===== src/rtl/dmem_arbiter_if.sv =====
// Bundle of both master command/response ports plus the RAM-side signals of dmem_arbiter.
interface dmem_arbiter_if #(
    parameter int unsigned ADDR_W = 16
);
    logic              m0_req;
    logic              m1_req;
    logic [3:0]        m0_we;
    logic [3:0]        m1_we;
    logic [3:0]        m0_re;
    logic [3:0]        m1_re;
    logic [ADDR_W-1:0] m0_addr;
    logic [ADDR_W-1:0] m1_addr;
    logic [31:0]       m0_wdata;
    logic [31:0]       m1_wdata;
    logic              m0_ack;
    logic              m1_ack;
    logic [31:0]       m0_rdata;
    logic [31:0]       m1_rdata;
    logic [3:0]        ram_we;
    logic [3:0]        ram_re;
    logic [ADDR_W-1:0] ram_w_addr;
    logic [ADDR_W-1:0] ram_r_addr;
    logic [31:0]       ram_w_data;
    logic [31:0]       ram_r_data;
    logic              busy;

    // Arbiter side.
    modport slave (
        input  m0_req, m1_req, m0_we, m1_we, m0_re, m1_re,
        input  m0_addr, m1_addr, m0_wdata, m1_wdata,
        output m0_ack, m1_ack, m0_rdata, m1_rdata,
        output ram_we, ram_re, ram_w_addr, ram_r_addr, ram_w_data,
        input  ram_r_data,
        output busy
    );

    // Requester side (both masters).
    modport master (
        output m0_req, m1_req, m0_we, m1_we, m0_re, m1_re,
        output m0_addr, m1_addr, m0_wdata, m1_wdata,
        input  m0_ack, m1_ack, m0_rdata, m1_rdata, busy
    );

    modport ram (
        input  ram_we, ram_re, ram_w_addr, ram_r_addr, ram_w_data,
        output ram_r_data
    );
endinterface


===== src/rtl/dmem_arbiter.sv =====
// Two-master req/ack arbiter sequencing single-cycle data RAM accesses (IDLE->ACCESS->RESP).
// Define DMEM_ARB_RR_EN for round-robin arbitration; default is fixed priority to port 0.
module dmem_arbiter #(
    parameter int unsigned ADDR_W = 16
) (
    input logic            clk,
    input logic            rst,
    dmem_arbiter_if.slave  bus
);

    typedef enum logic [1:0] {StIdle, StAccess, StResp} state_e;

    state_e            state_q, state_d;
    logic              owner_q, owner_d;
    logic              last_grant_q, last_grant_d;
    logic [3:0]        cmd_we_q, cmd_we_d;
    logic [3:0]        cmd_re_q, cmd_re_d;
    logic [ADDR_W-1:0] cmd_addr_q, cmd_addr_d;
    logic [31:0]       cmd_wdata_q, cmd_wdata_d;
    logic [31:0]       rdata0_q, rdata0_d;
    logic [31:0]       rdata1_q, rdata1_d;
    logic              grant;

    // Port index that wins when at least one req is high.
    always_comb begin
`ifdef DMEM_ARB_RR_EN
        if (bus.m0_req && bus.m1_req) begin
            grant = ~last_grant_q;
        end else begin
            grant = bus.m1_req;
        end
`else
        grant = ~bus.m0_req;
`endif
    end

    always_comb begin
        state_d      = state_q;
        owner_d      = owner_q;
        last_grant_d = last_grant_q;
        cmd_we_d     = cmd_we_q;
        cmd_re_d     = cmd_re_q;
        cmd_addr_d   = cmd_addr_q;
        cmd_wdata_d  = cmd_wdata_q;
        rdata0_d     = rdata0_q;
        rdata1_d     = rdata1_q;
        case (state_q)
            StIdle: begin
                if (bus.m0_req || bus.m1_req) begin
                    state_d      = StAccess;
                    owner_d      = grant;
                    last_grant_d = grant;
                    cmd_we_d     = grant ? bus.m1_we    : bus.m0_we;
                    cmd_re_d     = grant ? bus.m1_re    : bus.m0_re;
                    cmd_addr_d   = grant ? bus.m1_addr  : bus.m0_addr;
                    cmd_wdata_d  = grant ? bus.m1_wdata : bus.m0_wdata;
                end
            end
            StAccess: begin
                state_d = StResp;
                if (cmd_re_q != 4'b0000) begin
                    if (owner_q) begin
                        rdata1_d = bus.ram_r_data;
                    end else begin
                        rdata0_d = bus.ram_r_data;
                    end
                end
            end
            StResp: begin
                state_d = StIdle;
            end
            default: begin
                state_d = StIdle;
            end
        endcase
    end

    always_ff @(posedge clk or posedge rst) begin
        if (rst) begin
            state_q      <= StIdle;
            owner_q      <= 1'b0;
            last_grant_q <= 1'b1;
            cmd_we_q     <= '0;
            cmd_re_q     <= '0;
            cmd_addr_q   <= '0;
            cmd_wdata_q  <= '0;
            rdata0_q     <= '0;
            rdata1_q     <= '0;
        end else begin
            state_q      <= state_d;
            owner_q      <= owner_d;
            last_grant_q <= last_grant_d;
            cmd_we_q     <= cmd_we_d;
            cmd_re_q     <= cmd_re_d;
            cmd_addr_q   <= cmd_addr_d;
            cmd_wdata_q  <= cmd_wdata_d;
            rdata0_q     <= rdata0_d;
            rdata1_q     <= rdata1_d;
        end
    end

    // Enables decode straight from state so an async reset kills a pending negedge write.
    assign bus.ram_we     = (state_q == StAccess) ? cmd_we_q : 4'b0000;
    assign bus.ram_re     = (state_q == StAccess) ? cmd_re_q : 4'b0000;
    assign bus.ram_w_addr = cmd_addr_q;
    assign bus.ram_r_addr = cmd_addr_q;
    assign bus.ram_w_data = cmd_wdata_q;
    assign bus.m0_ack     = (state_q == StResp) && !owner_q;
    assign bus.m1_ack     = (state_q == StResp) && owner_q;
    assign bus.m0_rdata   = rdata0_q;
    assign bus.m1_rdata   = rdata1_q;
    assign bus.busy       = (state_q != StIdle);

endmodule


===== src/flat_wrapper.sv =====
// flat-port wrapper written by rule: the top's interface ports become plain ports
module dmem_arbiter_flat 
#(
    parameter int unsigned ADDR_W = 16
)
  (clk, rst, bus_m0_req, bus_m1_req, bus_m0_we, bus_m1_we, bus_m0_re, bus_m1_re, bus_m0_addr, bus_m1_addr, bus_m0_wdata, bus_m1_wdata, bus_m0_ack, bus_m1_ack, bus_m0_rdata, bus_m1_rdata, bus_ram_we, bus_ram_re, bus_ram_w_addr, bus_ram_r_addr, bus_ram_w_data, bus_ram_r_data, bus_busy);
  dmem_arbiter_if #(.ADDR_W(ADDR_W)) bus_i ();
  input logic clk;
  input logic rst;
  input wire logic [$bits(bus_i.m0_req)-1:0] bus_m0_req;
  input wire logic [$bits(bus_i.m1_req)-1:0] bus_m1_req;
  input wire logic [$bits(bus_i.m0_we)-1:0] bus_m0_we;
  input wire logic [$bits(bus_i.m1_we)-1:0] bus_m1_we;
  input wire logic [$bits(bus_i.m0_re)-1:0] bus_m0_re;
  input wire logic [$bits(bus_i.m1_re)-1:0] bus_m1_re;
  input wire logic [$bits(bus_i.m0_addr)-1:0] bus_m0_addr;
  input wire logic [$bits(bus_i.m1_addr)-1:0] bus_m1_addr;
  input wire logic [$bits(bus_i.m0_wdata)-1:0] bus_m0_wdata;
  input wire logic [$bits(bus_i.m1_wdata)-1:0] bus_m1_wdata;
  output wire logic [$bits(bus_i.m0_ack)-1:0] bus_m0_ack;
  output wire logic [$bits(bus_i.m1_ack)-1:0] bus_m1_ack;
  output wire logic [$bits(bus_i.m0_rdata)-1:0] bus_m0_rdata;
  output wire logic [$bits(bus_i.m1_rdata)-1:0] bus_m1_rdata;
  output wire logic [$bits(bus_i.ram_we)-1:0] bus_ram_we;
  output wire logic [$bits(bus_i.ram_re)-1:0] bus_ram_re;
  output wire logic [$bits(bus_i.ram_w_addr)-1:0] bus_ram_w_addr;
  output wire logic [$bits(bus_i.ram_r_addr)-1:0] bus_ram_r_addr;
  output wire logic [$bits(bus_i.ram_w_data)-1:0] bus_ram_w_data;
  input wire logic [$bits(bus_i.ram_r_data)-1:0] bus_ram_r_data;
  output wire logic [$bits(bus_i.busy)-1:0] bus_busy;
  assign bus_i.m0_req = bus_m0_req;
  assign bus_i.m1_req = bus_m1_req;
  assign bus_i.m0_we = bus_m0_we;
  assign bus_i.m1_we = bus_m1_we;
  assign bus_i.m0_re = bus_m0_re;
  assign bus_i.m1_re = bus_m1_re;
  assign bus_i.m0_addr = bus_m0_addr;
  assign bus_i.m1_addr = bus_m1_addr;
  assign bus_i.m0_wdata = bus_m0_wdata;
  assign bus_i.m1_wdata = bus_m1_wdata;
  assign bus_m0_ack = bus_i.m0_ack;
  assign bus_m1_ack = bus_i.m1_ack;
  assign bus_m0_rdata = bus_i.m0_rdata;
  assign bus_m1_rdata = bus_i.m1_rdata;
  assign bus_ram_we = bus_i.ram_we;
  assign bus_ram_re = bus_i.ram_re;
  assign bus_ram_w_addr = bus_i.ram_w_addr;
  assign bus_ram_r_addr = bus_i.ram_r_addr;
  assign bus_ram_w_data = bus_i.ram_w_data;
  assign bus_i.ram_r_data = bus_ram_r_data;
  assign bus_busy = bus_i.busy;
  dmem_arbiter #(.ADDR_W(ADDR_W)) u_core (.clk(clk), .rst(rst), .bus(bus_i));
endmodule

===== config.mk =====
export PLATFORM = sky130hd
export DESIGN_NAME = dmem_arbiter_flat
export DESIGN_NICKNAME = d
export VERILOG_FILES = /design/src/rtl/dmem_arbiter_if.sv /design/src/rtl/dmem_arbiter.sv /design/src/flat_wrapper.sv
export SDC_FILE = /design/constraint.sdc
export NUM_CORES = 1
export LEC_CHECK = 0
export CORE_MARGIN = 3
export CORE_UTILIZATION = 30
export DETAILED_ROUTE_END_ITERATION = 10
export HOLD_SLACK_MARGIN = 0.08
export PLACE_DENSITY = 0.61
export SETUP_SLACK_MARGIN = 0.3
export SKIP_LAST_GASP = 1
export SYNTH_ARGS = -nofsm -noshare
export SYNTH_HDL_FRONTEND = slang
export SYNTH_SLANG_ARGS = --single-unit

===== constraint.sdc =====
create_clock -name clk -period 4.2 [get_ports clk]
set_input_delay 0.63 -clock clk [delete_from_list [all_inputs] [get_ports clk]]
set_output_delay 0.63 -clock clk [all_outputs]
set_load 0.03 [all_outputs]

==> metrics.md, run 1 <==
| Metric | Value |
|---|---|
| Pwr Density | `between 800 and 900 nW/um^2` |
| Via count | `slightly below 4k` |
| CTS root buf | `clkbuf_16` |
| Netlist cell types | `20` |
| F_max | `roughly 0.37 GHz` |
| Share of layout cells above drive strength 1 | `around a third` |
| Total wire length | `about 15000 um` |
| First-pass GRT wire length | `roughly 24000 um` |
| Synth Instances | `around 360` |
| Worst Max-Slew Pin Slew | `1.14 ns` |
| Iteration-0 DRC Markers | `57` |
| Rel. slew slack | `between 20% and 30%` |
| Core ar. | `18100 um^2` |
| Clk Latency, worst-skew pair | `a little over 0.4 ns` |
| Final setup vio count | `0` |
| Reg2Reg Launch Point | `u_core.state_q[1]` |
| Maxcap violations | `0` |
| Number of I/O port buffers | `286` |
| RSZ-0062 raised after global routing | `no` |
| Cts hold-fix bufs | `0` |
| Final Slew Violations | `0` |
| Syn_nets | `503` |
| Worst vdd ir | `between 0.0004 and 0.0005 V` |
| GPL Wtd Cong | `0.770` |
| Reg2reg path depth | `3` |
| Post-synth EDFFs | `0` |
| Worst EP arrival | `around 2.1 ns` |
| DIE HEIGHT | `roughly 140 um` |
| Placed standard-cell area | `approximately 8500 um^2` |
| H-tree depth | `4` |
| Ys Warns | `0` |
| Fin crit period | `2.73 ns` |
| Avg Vias per Cell | `~4.5` |
| DR WL/cell | `roughly 18 um` |
| Post-route cell area | `between 9000 and 10000 um^2` |
| Top cells by count, synth | `146 x mux2_2, 123 x dfrtp_1, 30 x mux2_4, 19 x buf_4, 8 x buf_2` |
| Leak | `3.70 nW` |
| Async set or reset register ratio after synthesis | `between 90% and 100%` |
| Die X | `around 140 um` |
| R2r endpoint | `u_core.bus.m0_rdata[31]` |
| Dominant synthesized flop cell | `dfrtp_1` |
| Post-route ant nets | `0` |
| Crit. End Element | `output port` |
| Final Cycle Share | `approximately 65%` |
| Post-CTS sizing | `0` |
| Most common cell in the netlist | `mux2_2` |
| Final Util | `around half` |
| Final nets | `roughly 780` |
| Hold crit path type | `register to register` |
| Largest cells by area after synthesis | `dfrtp_1 55%, mux2_2 29%, mux2_4 8.1%` |
| Hold Crit Start | `u_core.cmd_we_q[1]` |
| First-pass DRT Iterations | `4` |
| Register bit count reported by yosys | `between 100 and 150` |
| Final Skew | `0.00607 ns` |
| Post-CTS Setup Bufs | `0` |
| Endpoints failing hold | `0` |
| Antenna violations before repair | `1` |
| Worst Hold End | `u_core.cmd_we_q[1]` |
| HPWL after DPL | `11500 um` |
| CTS Sinks | `about 120` |
| Die ar. | `approximately 20000 um^2` |
| Total negative slack | `0 ns` |
| Mapped Area | `roughly 5600 um^2` |
| Reg2Reg Setup Slack | `between 1.5 and 2 ns` |
| Vias in the first global route | `around 4.4k` |
| Congestion Overflow GR | `0` |
| Num CTS Buffers | `17` |
| Cell type with the largest total area after synthesis | `dfrtp_1` |
| Synth top area share | `between 50% and 60%` |
| Total GRT Usage | `between 10% and 20%` |
| Crit-path max FO | `11` |
| WP data required | `3.57 ns` |
| Hold Crit Depth | `1` |
| FP Rows | `49` |
| Largest net degree at the start of global routing | `62` |
| P&R area growth vs syn | `62.7%` |
| Drt drc | `0` |
| Worst Setup Path Type | `register to output port` |
| Avg Synthesized Cell Area | `around 16 um^2` |
| CTS tree | `yes` |
| Sequential fraction of the synthesis area | `a little under three fifths` |
| Initial core utilization | `30.8%` |
| Clock transition at the registers of the reported paths | `0.06 ns` |
| Crit start category | `register` |
| Clock buffer depth | `2` |
| Status | `completed` |
| IO Pins | `between 200 and 300` |
[stage by stage]
| step | instances | hold WS, ns | power, mW | setup WS [ns] |
|---|---|---|---|---|
| floorplan | 355 | 0.472 | 4.91 | 2.06 |
| global placement | 839 | 0.484 | 6.53 | 1.52 |
| detailed placement | 839 | 0.488 | 6.61 | 1.47 |
| CTS | 871 | 0.500 | 8.02 | 1.42 |
| global route | 872 | 0.508 | 8.32 | 1.30 |
| finish | 872 | 0.498 | 7.91 | 1.47 |
[critical path: stages (launching register included)]
cell and delay (ns):
dfrtp_1 0.39, and2b_1 0.40, and2_2 0.20, clkdlybuf4s50_1 0.70
[final cells by class]
cell class,instances,area [um^2]
fillers,1558,9020
flip-flops and latches,123,3080
repair buffers,291,2910
multi-input cells,194,2220
clock buffers,22,464
well taps,229,287
clock inverters,10,93.8
inverters,2,11.3
diodes,1,2.50
[power by group]
part           total, mW  internal (mW)  switching, mW
combinational       4.37           2.13           2.25
clock               1.37          0.843          0.524
sequential          2.17           1.81          0.362
[per-layer routing]
layer	wire length [um]	GRT usage, %
met5	0	0
met4	184	5.05
met3	1310	6.01
met2	7700	25.5
met1	6200	18.4
[cells by family (layout without fill, tap and decap cells)]
| kind of cell | Yosys count | after routing | synth area share [%] |
|---|---|---|---|
| multiplexers | 176 | 176 | 37.6 |
| flip-flops | 123 | 123 | 55.2 |
| buffers and inverters | 38 | 325 | 5.03 |
| AND/OR/NAND/NOR | 15 | 15 | 1.86 |
| AO/OA/AOI/OAI | 3 | 3 | 0.314 |
| other | 0 | 1 | 0 |
[how the worst max path moves through the flow]
| stage | start | endpoint | slack [ns] | cells past startpoint |
|---|---|---|---|---|
| 3_5_place_dp | bus_m1_req | u_core.bus.ram_w_data[19] | 1.47 | 4 |
| 3_3_place_gp | bus_m1_req | u_core.bus.ram_w_data[17] | 1.52 | 4 |
| 5_1_grt | u_core.state_q[1] | bus_ram_re[0] | 1.30 | 3 |
| 4_1_cts | u_core.state_q[1] | bus_ram_re[2] | 1.42 | 3 |
| 6_report | u_core.state_q[1] | bus_ram_re[2] | 1.47 | 3 |
| 2_1_floorplan | rst | u_core.bus.m0_rdata[0] | 2.06 | 1 |
[registers in the layout (all words and copies together) (netlist names)]
register	cells
u_core.state_q	2
u_core.bus.ram_w_data	32
u_core.bus.ram_r_addr	16
u_core.owner_q	1
u_core.cmd_we_q	4
u_core.bus.m1_rdata	32
u_core.bus.m0_rdata	32
u_core.cmd_re_q	4
[layout by cell type (no fill, tap or decap), types with 3 or more instances in the layout]
master | netlist | routed
mux2_4 | 30 | 30
and2_1 | 7 | 7
clkinv_2 | 0 | 3
dfrtp_1 | 123 | 123
clkdlybuf4s50_1 | 0 | 285
clkbuf_1 | 2 | 3
buf_4 | 19 | 4
clkinv_4 | 0 | 3
mux2_2 | 146 | 146
clkinvlp_4 | 0 | 4
clkbuf_16 | 0 | 17
Power figures use the tool's default switching activity.
==> run 2: changes to the inputs <==
- PLACE_DENSITY: 0.61 -> 0.64
- clock period: 4.2 -> 2.4 ns (I/O delays scaled with it)
==> metrics.md, run 2 (same netlist as run 1, synthesis figures left out) <==
| Metric | Value |
|---|---|
| Status | `completed` |
| Final Cycle Share | `85.0%` |
| RSZ-0062 raised after global routing | `yes` |
| CTS tree | `yes` |
| Pwr Density | `roughly 1500 nW/um^2` |
| P&R area growth vs syn | `64.1%` |
| Largest net degree at the start of global routing | `around 120` |
| Number of I/O port buffers | `286` |
| Hold Crit Depth | `2` |
| Final nets | `between 700 and 800` |
| Internal power contribution | `8.62 mW` |
| Iteration-0 DRC Markers | `114` |
| Via count | `between 3k and 4k` |
| Clock buffer depth | `2` |
| Crit-path max FO | `11` |
| Core ar. | `18100 um^2` |
| Total GRT Usage | `between 15 and 20%` |
| Final Skew | `between 0.009 and 0.01 ns` |
| CTS root buf | `clkbuf_16` |
| Post-CTS Setup Bufs | `0` |
| Commonest non-fill, non-tap cell in the layout | `clkdlybuf4s50_1` |
| Total negative slack | `0 ns` |
| Antenna violations before repair | `0` |
| Die X | `approximately 140 um` |
| H-tree depth | `4` |
| First-pass GRT wire length | `23700 um` |
| Endpoints failing hold | `0` |
| Drt drc | `0` |
| F_max | `slightly below 0.5 GHz` |
| Clock transition at the registers of the reported paths | `0.06 ns` |
| Antenna diodes | `0` |
| Final Slew Violations | `0` |
| Worst EP arrival | `1.68 ns` |
| Leak | `between 3 and 4 nW` |
| Worst vdd ir | `~0.00082 V` |
| FP Rows | `roughly 50` |
| Slowest stage cell, crit path | `dfrtp_1` |
| Hold crit path type | `primary input to register` |
| Initial core utilization | `between 30% and 40%` |
| Reg2Reg Launch Point | `u_core.cmd_re_q[2]` |
| Crit. End Element | `output port` |
| Share of layout cells above drive strength 1 | `35.7%` |
| Reg2reg path depth | `4` |
| WP data required | `around 2 ns` |
| Fin crit period | `2.04 ns` |
| Post-route ant nets | `0` |
| DIE HEIGHT | `about 140 um` |
| Crit-path leading delay family | `simple AND/OR/NAND/NOR gates` |
| Final Util | `between 50 and 60%` |
| Seq pwr share | `26.8%` |
| CP bufs+invs | `1` |
| GPL Wtd Cong | `roughly 0.76` |
| CTS Sinks | `123` |
| IO Pins | `between 200 and 300` |
| Crit start category | `register` |
| Clk Latency, worst-skew pair | `0.41 ns` |
| R2r endpoint | `u_core.bus.m0_rdata[13]` |
| Maxcap violations | `0` |
| Die ar. | `between 20000 and 25000 um^2` |
| Switching power total | `5.54 mW` |
| Total wire length | `roughly 15000 um` |
| Crit path depth | `3` |
| Switching Share | `between 30 and 40%` |
| Rel. slew slack | `57.1%` |
| HPWL after DPL | `11300 um` |
| Clock network fraction of design power | `between 10% and 20%` |
| Cts hold-fix bufs | `0` |
| Logic pwr share | `between 50% and 60%` |
| Post-route cell area | `roughly 9100 um^2` |
| DR WL/cell | `17.4 um` |
| Placed standard-cell area | `approximately 8500 um^2` |
| Final setup vio count | `0` |
| Vias in the first global route | `around 4.3k` |
| Congestion Overflow GR | `0` |
| Worst Setup Path Type | `register to output port` |
| Hold Crit Start | `bus_m0_req` |
| Worst Hold End | `u_core.owner_q` |
| Worst Max-Slew Pin Slew | `between 0.6 and 0.7 ns` |
| Num CTS Buffers | `17` |
| CP cell instances | `and2b_2, and2_2, clkdlybuf4s15_1` |
| First-pass DRT Iterations | `4` |
| Avg Vias per Cell | `4.40` |
| Post-CTS sizing | `12` |
| Reg2Reg Setup Slack | `approximately 0.46 ns` |
| Most frequent cells in the layout | `274 x clkdlybuf4s50_1, 146 x mux2_2, 123 x dfrtp_1` |
| Peak per-stage delay on the critical path | `between 0.3 and 0.4 ns` |
==> run 2: cell count changes in the layout (fill, tap and decap cells not counted), moves of 3 or more <==
cell             previous run  this run
clkdlybuf4s50_1           285       274
clkbuf_2                    0         7
inv_6                       0         6
bufinv_16                   1         4
clkbuf_1                    3         0
dlygate4sd2_1               0         3
==> run 2: power groups by stage <==
stage / Combinational (mW) / Clock (mW) / Sequential (mW)
finish: 7.61 / 2.75 / 3.79
global route: 7.97 / 2.92 / 3.94
detailed placement: 7.77 / 0 / 3.82
global placement: 7.69 / 0 / 3.79
CTS: 7.74 / 2.83 / 3.81
floorplan: 2.92 / 0 / 5.68
==> run 2: through the flow <==
step	hold slack [ns]	total power, mW	cells	setup slack (ns)
floorplan	0.472	8.60	355	0.529
global placement	0.488	11.5	842	0.358
detailed placement	0.492	11.6	842	0.346
CTS	0.189	14.4	874	0.285
global route	0.209	14.8	874	0.254
finish	0.210	14.2	874	0.360
==> run 2: final cells by class <==
| type | count | area (um^2) |
|---|---|---|
| fillers | 1579 | 8940 |
| multi-input cells | 194 | 2220 |
| inverters | 2 | 11.3 |
| well taps | 229 | 287 |
| repair buffers | 294 | 2920 |
| clock buffers | 17 | 425 |
| flip-flops and latches | 123 | 3080 |
| clock inverters | 15 | 210 |
==> run 2: layer usage <==
| layer | GRT usage (%) | routed length [um] | share of wire (%) |
|---|---|---|---|
| met4 | 4.75 | 241 | 1.6 |
| met3 | 4.54 | 1040 | 6.8 |
| met5 | 0 | 0 | 0 |
| met2 | 26.3 | 7980 | 53 |
| met1 | 17.7 | 5930 | 39 |
==> run 2: how the worst max path moves through the flow <==
stage                 startpoint  slack, ns                     end
4_1_cts        u_core.state_q[1]       0.29           bus_ram_re[2]
5_1_grt        u_core.state_q[1]       0.25           bus_ram_re[2]
2_1_floorplan                rst       0.53  u_core.bus.m0_rdata[0]
3_5_place_dp   u_core.state_q[1]       0.35           bus_ram_re[2]
6_report       u_core.state_q[1]       0.36           bus_ram_re[2]
3_3_place_gp   u_core.state_q[1]       0.36           bus_ram_re[2]
